$ cat src/rtl/fifo_pkg.sv
// Shared definitions for the FIFO read-side streaming block: default sizes,
// the skid-buffer state encoding and a helper that maps a state to its
// occupancy.
package fifo_pkg;

  localparam int FIFO_WIDTH_DEFAULT = 16;
  localparam int FIFO_DEPTH_DEFAULT = 2;
  localparam int STAT_W_DEFAULT     = 16;

  // Occupancy limit of the skid buffer, in the 2-bit occupancy width.
  localparam logic [1:0] SKID_DEPTH = 2'd2;

  typedef enum logic [1:0] {
    IDLE = 2'd0,
    ONE  = 2'd1,
    TWO  = 2'd2
  } skid_state_e;

  // Number of words held in the buffer for a given state.
  function automatic logic [1:0] state_occ(input skid_state_e st);
    logic [1:0] occ;
    case (st)
      IDLE:    occ = 2'd0;
      ONE:     occ = 2'd1;
      TWO:     occ = 2'd2;
      default: occ = 2'd0;
    endcase
    return occ;
  endfunction

endpackage

$ cat src/rtl/fifo_rd_skid.sv
// Two-entry in-order buffer. The head register drives the stream data; the
// tail register only holds a word while the buffer is full. The caller must
// never push into a full buffer without popping in the same cycle, and must
// never pop an empty buffer.
module fifo_rd_skid
  import fifo_pkg::*;
#(
  parameter int FIFO_WIDTH = FIFO_WIDTH_DEFAULT
) (
  input  logic                  clk,
  input  logic                  rst_n,
  input  logic                  push,
  input  logic                  pop,
  input  logic [FIFO_WIDTH-1:0] push_data,
  output logic [FIFO_WIDTH-1:0] head_data,
  output logic [1:0]            occ
);

  skid_state_e           state_q, state_d;
  logic [FIFO_WIDTH-1:0] head_q, head_d;
  logic [FIFO_WIDTH-1:0] tail_q, tail_d;

  // Next-state and datapath: the oldest word always sits in the head register.
  always_comb begin
    state_d = state_q;
    head_d  = head_q;
    tail_d  = tail_q;
    case (state_q)
      IDLE: begin
        if (push) begin
          head_d  = push_data;
          state_d = ONE;
        end else begin
          state_d = IDLE;
        end
      end
      ONE: begin
        if (push && pop) begin
          head_d = push_data;
        end else if (push) begin
          tail_d  = push_data;
          state_d = TWO;
        end else if (pop) begin
          state_d = IDLE;
        end else begin
          state_d = ONE;
        end
      end
      TWO: begin
        if (push && pop) begin
          head_d = tail_q;
          tail_d = push_data;
        end else if (pop) begin
          head_d  = tail_q;
          state_d = ONE;
        end else begin
          state_d = TWO;
        end
      end
      default: begin
        state_d = IDLE;
      end
    endcase
  end

  // State and data registers, cleared asynchronously.
  always_ff @(posedge clk or negedge rst_n) begin
    if (!rst_n) begin
      state_q <= IDLE;
      head_q  <= {FIFO_WIDTH{1'b0}};
      tail_q  <= {FIFO_WIDTH{1'b0}};
    end else begin
      state_q <= state_d;
      head_q  <= head_d;
      tail_q  <= tail_d;
    end
  end

  assign head_data = head_q;
  assign occ       = state_occ(state_q);

endmodule

$ cat src/rtl/fifo_rd_stream.sv
// Turns the read port of a FIFO with one-cycle read latency into a
// valid/ready stream. Reads are issued only when the word they return is
// guaranteed a slot in the 2-entry skid buffer, which gives one word per
// cycle under continuous flow and no loss under backpressure.
// Optional feature: define FIFO_RD_STREAM_STATS_EN to add the word_cnt
// delivered-word counter and its output port.
module fifo_rd_stream
  import fifo_pkg::*;
#(
  parameter int FIFO_WIDTH = FIFO_WIDTH_DEFAULT,
  parameter int STAT_W     = STAT_W_DEFAULT
) (
  input  logic                  clk,
  input  logic                  rst_n,
  input  logic                  fifo_empty,
  input  logic                  fifo_underflow,
  input  logic [FIFO_WIDTH-1:0] fifo_data_out,
  output logic                  fifo_rd_en,
  output logic [FIFO_WIDTH-1:0] m_data,
  output logic                  m_valid,
  input  logic                  m_ready,
`ifdef FIFO_RD_STREAM_STATS_EN
  output logic [STAT_W-1:0]     word_cnt,
`endif
  output logic                  err_underflow
);

  logic       infl_q, infl_d;
  logic       start_q, start_d;
  logic       err_q, err_d;
  logic       pop_s;
  logic [1:0] occ_s;
  logic [1:0] occ_after_s;

  fifo_rd_skid #(
    .FIFO_WIDTH (FIFO_WIDTH)
  ) u_skid (
    .clk       (clk),
    .rst_n     (rst_n),
    .push      (infl_q),
    .pop       (pop_s),
    .push_data (fifo_data_out),
    .head_data (m_data),
    .occ       (occ_s)
  );

  assign m_valid = (occ_s != 2'd0);

  // Read request: a slot must remain for the returning word, counting this
  // cycle's pop. start_q holds reads off until the first edge after reset.
  always_comb begin
    pop_s       = m_valid && m_ready;
    occ_after_s = occ_s - {1'b0, pop_s};
    if (start_q && !fifo_empty && ((occ_after_s + {1'b0, infl_q}) < SKID_DEPTH)) begin
      fifo_rd_en = 1'b1;
    end else begin
      fifo_rd_en = 1'b0;
    end
  end

  // Next values: in-flight tracks the accepted read, error flag is sticky.
  always_comb begin
    infl_d  = fifo_rd_en;
    start_d = 1'b1;
    if (fifo_underflow) begin
      err_d = 1'b1;
    end else begin
      err_d = err_q;
    end
  end

  // Control registers; reset drops any read still in flight.
  always_ff @(posedge clk or negedge rst_n) begin
    if (!rst_n) begin
      infl_q  <= 1'b0;
      start_q <= 1'b0;
      err_q   <= 1'b0;
    end else begin
      infl_q  <= infl_d;
      start_q <= start_d;
      err_q   <= err_d;
    end
  end

  assign err_underflow = err_q;

`ifdef FIFO_RD_STREAM_STATS_EN
  logic [STAT_W-1:0] word_cnt_q, word_cnt_d;

  // Delivered-word count, wrapping naturally at the counter width.
  always_comb begin
    if (pop_s) begin
      word_cnt_d = word_cnt_q + {{(STAT_W-1){1'b0}}, 1'b1};
    end else begin
      word_cnt_d = word_cnt_q;
    end
  end

  // Counter register.
  always_ff @(posedge clk or negedge rst_n) begin
    if (!rst_n) begin
      word_cnt_q <= {STAT_W{1'b0}};
    end else begin
      word_cnt_q <= word_cnt_d;
    end
  end

  assign word_cnt = word_cnt_q;
`endif

endmodule

$ cat config.mk
export PLATFORM = sky130hd
export DESIGN_NAME = fifo_rd_stream
export DESIGN_NICKNAME = d
export VERILOG_FILES = /design/src/rtl/fifo_pkg.sv /design/src/rtl/fifo_rd_skid.sv /design/src/rtl/fifo_rd_stream.sv
export SDC_FILE = /design/constraint.sdc
export NUM_CORES = 1
export LEC_CHECK = 0
export ABC_CLOCK_PERIOD_IN_PS = 3310
export BUFFER_PORTS_ARGS = -buffer_cell sky130_fd_sc_hd__buf_2
export CAP_MARGIN = 20
export CORE_MARGIN = 8
export CORE_UTILIZATION = 40
export DETAILED_ROUTE_END_ITERATION = 12
export PLACE_DENSITY = 0.72
export SETUP_SLACK_MARGIN = 0.3
export SKIP_CTS_REPAIR_TIMING = 1
export SLEW_MARGIN = 25
export SYNTH_ARGS = -nofsm -noshare
export SYNTH_HDL_FRONTEND = slang
export SYNTH_HIERARCHICAL = 1
export SYNTH_SLANG_ARGS = --single-unit
$ cat constraint.sdc
create_clock -name clk -period 3.31 [get_ports clk]
set_input_delay 0 -clock clk [delete_from_list [all_inputs] [get_ports clk]]
set_output_delay 0 -clock clk [all_outputs]
set_load 0.05 [all_outputs]
Yosys cells after proc, flatten, opt, wreduce, memory -nomap -nowiden
Cells that the tools add are included.
{ "word_totals": {"register_bits": 37, "inputBits": 21, "out_inout_bits": 19, "elab_cells": 46} }
{ "op_classes": {"addsub": 2, "order_cmp": 1, "eq_ne": 9, "n_mux": 16, "n_reduce_logical": 12} }
{ "ops": {"columns": ["operator", "count"], "rows": [
  ["$mux 16", 5],
  ["$pmux 16 s3", 1],
  ["$pmux 16 s2", 1],
  ["$mux 2", 4],
  ["$ne 2x2->1 const B", 4],
  ["$reduce_and 4->1", 2],
  ["$pmux 2 s3", 1],
  ["$logic_and 1x1->1", 4],
  ["$ne 2x1->1 const B", 2],
  ["$pmux 2 s2", 1],
  ["$reduce_bool 2->1", 2],
  ["$mux 1", 3],
  ["$ne 3x1->1 const B", 1],
  ["$reduce_bool 3->1", 1],
  ["$add 2x1->2", 1],
  ["$eq 2x1->1 const B", 1],
  ["$eq 2x2->1 const B", 1],
  ["$logic_not 2->1", 1],
  ["$lt 2x2->1 const B", 1],
  ["$reduce_and 2->1", 1],
  ["$sub 2x1->2", 1],
  ["$logic_not 1->1", 1]
]} }

Logic depth before layout (Yosys ltp)
{ "depth": {"ltp_word": 9, "ltp_mapped": 9, "depth_no_buf": 7} }

Modules after synthesis
The synthesis kept the hierarchy.
{ "by_module_without_submodules": {"columns": ["module", "instances", "cells_each", "area_per_inst_um2", "seq_area_each_um2"], "rows": [
  ["fifo_rd_skid", 1, 162, 1712.9, 850.8],
  ["fifo_rd_stream", 1, 13, 150.1, 75.1]
]} }

Worst setup path before layout
No wires, ideal clock.
{ "synth_timing": {"kind": "register to register", "from": "reg u_skid.state_q[0]", "to": "reg infl_q", "setup_ns": 0.199, "t_arrival_ns": 2.535, "required_ns": 3.111, "slack_ns": 0.576, "stages_incl_launch_ff": 9, "path_buffers": 1, "period_less_slack_ns": 2.734, "cell_sequence": "dfrtp_1 -> clkbuf_1 -> nor2b_1 -> or2_2 -> and2_1 -> ha_1 -> nor2b_1 -> xnor2_1 -> nor3b_2"} }
{ "synth_via": {"elab_chain_cells": 9, "word_cells_on_any_way": 10, "classes_between": "2 x add/sub; 1 x order compare; 2 x eq/ne; 2 x mux; 3 x reduce/logical"} }
{ "synth_rtl": {"columns": ["item", "line_no", "rtl"], "rows": [
  ["start, declared", "fifo_rd_skid.sv:19", "skid_state_e state_q, state_d;"],
  ["start signal, assigned", "fifo_rd_skid.sv:73", "state_q <= state_d;"],
  ["$eq 2x2->1 or $eq 2x1->1 (tied branches)", "fifo_pkg.sv:22", "case (st)"],
  ["$pmux 2 s2 *", "fifo_pkg.sv:22", null],
  ["net occ_s[0]", "fifo_rd_stream.sv:32", "logic [1:0] occ_s;"],
  ["$reduce_bool 2->1 *", "fifo_rd_stream.sv:47", "assign m_valid = (occ_s != 2'd0);"],
  ["net m_valid", "fifo_rd_stream.sv:20", "output logic m_valid,"],
  ["$logic_and 1x1->1 *", "fifo_rd_stream.sv:52", "pop_s = m_valid && m_ready;"],
  ["net pop_s", "fifo_rd_stream.sv:31", "logic pop_s;"],
  ["$sub 2x1->2 *", "fifo_rd_stream.sv:53", "occ_after_s = occ_s - {1'b0, pop_s};"],
  ["$add 2x1->2 *", "fifo_rd_stream.sv:54", "if (start_q && !fifo_empty && ((occ_after_s + {1'b0, infl_q}) < SKID_DEPTH)) begin"],
  ["$lt 2x2->1 *", "fifo_rd_stream.sv:54", null],
  ["$logic_and 1x1->1 *", "fifo_rd_stream.sv:54", null],
  ["$mux 1 *", "fifo_rd_stream.sv:54", null],
  ["net fifo_rd_en", "fifo_rd_stream.sv:18", "output logic fifo_rd_en,"],
  ["end signal, assigned", "fifo_rd_stream.sv:79", "infl_q <= infl_d;"],
  ["end, declared", "fifo_rd_stream.sv:28", "logic infl_q, infl_d;"]
]} }
The timed path passes the listed nets; every way through them passes the cells marked *.
A chain may end at the register's enable or synchronous reset.

Worst setup path in the final report
{ "layout_timing": {"from": "reg u_skid.state_q[0]", "to": "out fifo_rd_en"} }
{ "layout_via": {"elab_chain_cells": 9, "word_cells_on_any_way": 10, "classes_between": "2 x add/sub; 1 x order compare; 2 x eq/ne; 2 x mux; 3 x reduce/logical"} }
{ "layout_rtl": {"columns": ["item", "line_no"], "rows": [
  ["$eq 2x2->1 or $eq 2x1->1 (tied branches)", "fifo_pkg.sv:22"],
  ["$pmux 2 s2 *", "fifo_pkg.sv:22"],
  ["net occ_s[0]", "fifo_rd_stream.sv:32"],
  ["$reduce_bool 2->1 *", "fifo_rd_stream.sv:47"],
  ["$logic_and 1x1->1 *", "fifo_rd_stream.sv:52"],
  ["net pop_s", "fifo_rd_stream.sv:31"],
  ["$sub 2x1->2 *", "fifo_rd_stream.sv:53"],
  ["$add 2x1->2 *", "fifo_rd_stream.sv:54"],
  ["$lt 2x2->1 *", "fifo_rd_stream.sv:54"],
  ["$logic_and 1x1->1 *", "fifo_rd_stream.sv:54"],
  ["$mux 1 *", "fifo_rd_stream.sv:54"],
  ["end, declared", "fifo_rd_stream.sv:18"]
]} }
Marked as above.

==> summary.md <==
| Metric | Value |
|---|---|
| Drt pass-1 iters | `4` |
| Synth top area share | `49.7%` |
| I/O pin total | `40` |
| Final net count | `250` |
| Width of the die | `approximately 84 um` |
| Startpoint types | `flop` |
| H-tree depth | `2` |
| Share of cells above drive strength 1 | `between 30% and 40%` |
| TNS Setup | `0 ns` |
| Max Slew Vio Count | `0` |
| CP Class | `flop to primary output` |
| Post-Route WL | `4.37 mm` |
| Register bit count reported by yosys | `37` |
| RSZ-0062 raised after global routing | `no` |
| Remaining routing DRC violations | `0` |
| Tot Pwr | `2.51 mW` |
| Core area | `4600 um2` |
| Most frequent CP cell | `nor2b_1` |
| Post-route cell area | `2400 um2` |
| Critical path fanouts, max | `22` |
| CP max stage cell | `dfrtp_1` |
| Worst Hold Class | `primary input to flop` |
| Worst Path Arrival | `2.66 ns` |
| Num CTS Buffers | `5` |
| Number of global-route vias before repair | `approximately 1500` |
| Max Cap Viol | `0` |
| Initial antenna violation count | `0` |
| Vias | `1497` |
| Remaining global-route overflow | `0` |
| CP Capture Type | `primary output` |
| Site Rows | `25` |
| Final setup violating endpoints | `0` |
| Max IR drop VDD | `0.439 mV` |
| Ranking of synthesized cells by area | `dfrtp_1 50%, o32ai_1 7.5%, nor2_1 6.6%` |
| Die ar. | `~7100 um2` |
| Routed len/inst | `15.4 um` |
| R2R Setup Slk | `0.68 ns` |
| CTS tree | `yes` |
| PortBufs | `39` |
| N_diodes | `0` |
| Status | `finished clean` |
| CTS Sinks | `37` |
| Pin count of the biggest net entering global routing | `38` |
| Worst-path clk slew | `0.07 ns` |
| Synth-to-layout area growth | `28.6%` |
| Dpl cell area | `2080 um2` |
| Fraction of the yosys area taken by sequential cells | `49.7%` |
| Power Dens Cells | `1050 nW/um2` |
| Post-synth design cell area | `1860 um2` |
| Post-route ant nets | `0` |
| Post-Syn Area per Cell | `10.6 um2` |
| Syn. warnings | `6` |
| GP Congestion | `0.689` |
| FMAX | `approximately 380 MHz` |
| Worst hold slack | `0.00345 ns` |
| Post-synth ARST share | `100%` |
| Max Clock Skew | `0.00612 ns` |
| Cells after Synth | `175` |
| Hold Vio Cnt, Final | `0` |
| Yosys cell types | `27` |
| Worst-path cell chain | `buf_4, nor2b_1, or2_2, and2_1, ha_1, nor2b_1, xnor2_1, nor3b_2, buf_2` |
| Number of synthesized flops with an enable pin | `0` |
| Ys flop type | `dfrtp_1` |
| Clock latency on the worst-skew pair | `between 0.2 and 0.3 ns` |
| Via-to-Cell Ratio | `5.29` |
| DRT iter0 DRCs | `77` |
| Post-synth top area cell | `dfrtp_1` |
| Die height | `84.2 um` |
| Final core occ | `52.1%` |
| Post-DP HPWL | `2.82 mm` |
| Final worst-path cycle share | `between 80% and 90%` |
| Least-Margin Pin Slew | `slightly above 0.8 ns` |
| Root buf cell | `clkbuf_8` |
| GRT Overall Usage | `between 10 and 15%` |
| Min cycle time layout | `around 2.7 ns` |
| CP Data Required Time | `3.31 ns` |
| Largest stage delay on the critical path | `between 0.3 and 0.4 ns` |
| Initial core utilization | `40.5%` |
| Post-Syn Nets | `about 200` |
| Relative slew slack | `45.1%` |
| Lkg Pwr | `1.03 nW` |
| First-pass GRT wire length | `7.39 mm` |
| Maximum root-to-sink buffer count | `2` |
-- state kept, by name, summed over array words and instances, names as in the netlist --
| name | flops |
|---|---|
| u_skid/head_data | 16 |
| infl_q | 1 |
| u_skid/state_q | 2 |
| start_q | 1 |
| u_skid/tail_q | 16 |
| err_underflow | 1 |
-- layout by cell type, fill, tap and decap left out, types with 2 or more instances in the layout --
master and instances:
or2_2 18, nor3b_2 2, nand2_1 3, xnor2_1 2, dlygate4sd3_1 18, a211oi_1 16, buf_2 39, mux2_1 10
nor2_1 33, o32ai_1 16, dfrtp_1 37, o21ai_0 3, buf_4 3, clkbuf_8 5, nor2b_1 4, bufinv_16 2
mux2_2 6
-- synthesized netlist by cell type (2+ instances only) --
master / n
nand2_1: 3
buf_2: 5
mux2_2: 6
clkbuf_1: 7
a211oi_1: 16
nor2_1: 33
xnor2_1: 2
o32ai_1: 16
dfrtp_1: 37
nor2b_1: 4
mux2_1: 10
nor3b_2: 2
or2_2: 18
o21ai_0: 3
-- critical path: cells and delay by family (launching register included) --
family,cells,cell delay (ns)
and+or+nand+nor,5,1.08
buffers and inverters,2,0.49
DFF,1,0.38
adders and majority gates,1,0.33
xor gates and xnor gates,1,0.09
-- per-stage QoR --
step,setup WS (ns),instances
after global placement,0.786,257
after global routing,0.487,283
after CTS,0.617,265
final,0.648,283
after detailed placement,0.662,257
after floorplan,0.576,175
-- area by class of cell --
class                      instances  area [um2]
fill                             403        2200
sequential                        37         926
multi-input combinational        123         867
timing repair buffer              60         398
clock buffer                       5        68.8
tap                               54        67.6
clock inverter                     3        65.1
inverter                           1        3.75
-- cell families (layout without fill, tap and decap cells) --
logic type | after synthesis | after routing | share of synthesized area, %
other cells | 1 | 1 | 0.201
buf+inv | 15 | 69 | 3.96
xor+xnor | 2 | 2 | 0.940
compound gates | 38 | 38 | 16.5
flops | 37 | 37 | 49.7
fa+ha+maj | 1 | 1 | 0.671
simple gates | 64 | 64 | 17.9
mux | 17 | 17 | 10.2
-- worst paths after layout --
kind | depth (start not counted) | startpoint | to
hold / removal | 2 | fifo_data_out[1] | u_skid/tail_q[1]
setup / recovery | 9 | u_skid/state_q[0] | fifo_rd_en
hold reg to reg | 1 | err_underflow | err_underflow
setup reg to reg | 6 | u_skid/state_q[0] | u_skid/tail_q[2]
min in group asynchronous | 2 | rst_n | u_skid/head_data[15]
max in group asynchronous | 2 | rst_n | u_skid/state_q[0]
-- per-layer routing --
metal	share of wire (%)	up-vias	track usage, %
li1	-	732	-
met2	46	38	19.3
met3	6.8	6	5.23
met1	46	721	15.3
met4	1.2	0	4.71
met5	0	-	0
-- power breakdown --
part | internal [mW] | total, mW | switching, mW
logic | 0.454 | 1.28 | 0.822
registers | 0.667 | 0.770 | 0.103
clock network | 0.299 | 0.464 | 0.165
Power figures use the tool's default switching activity.
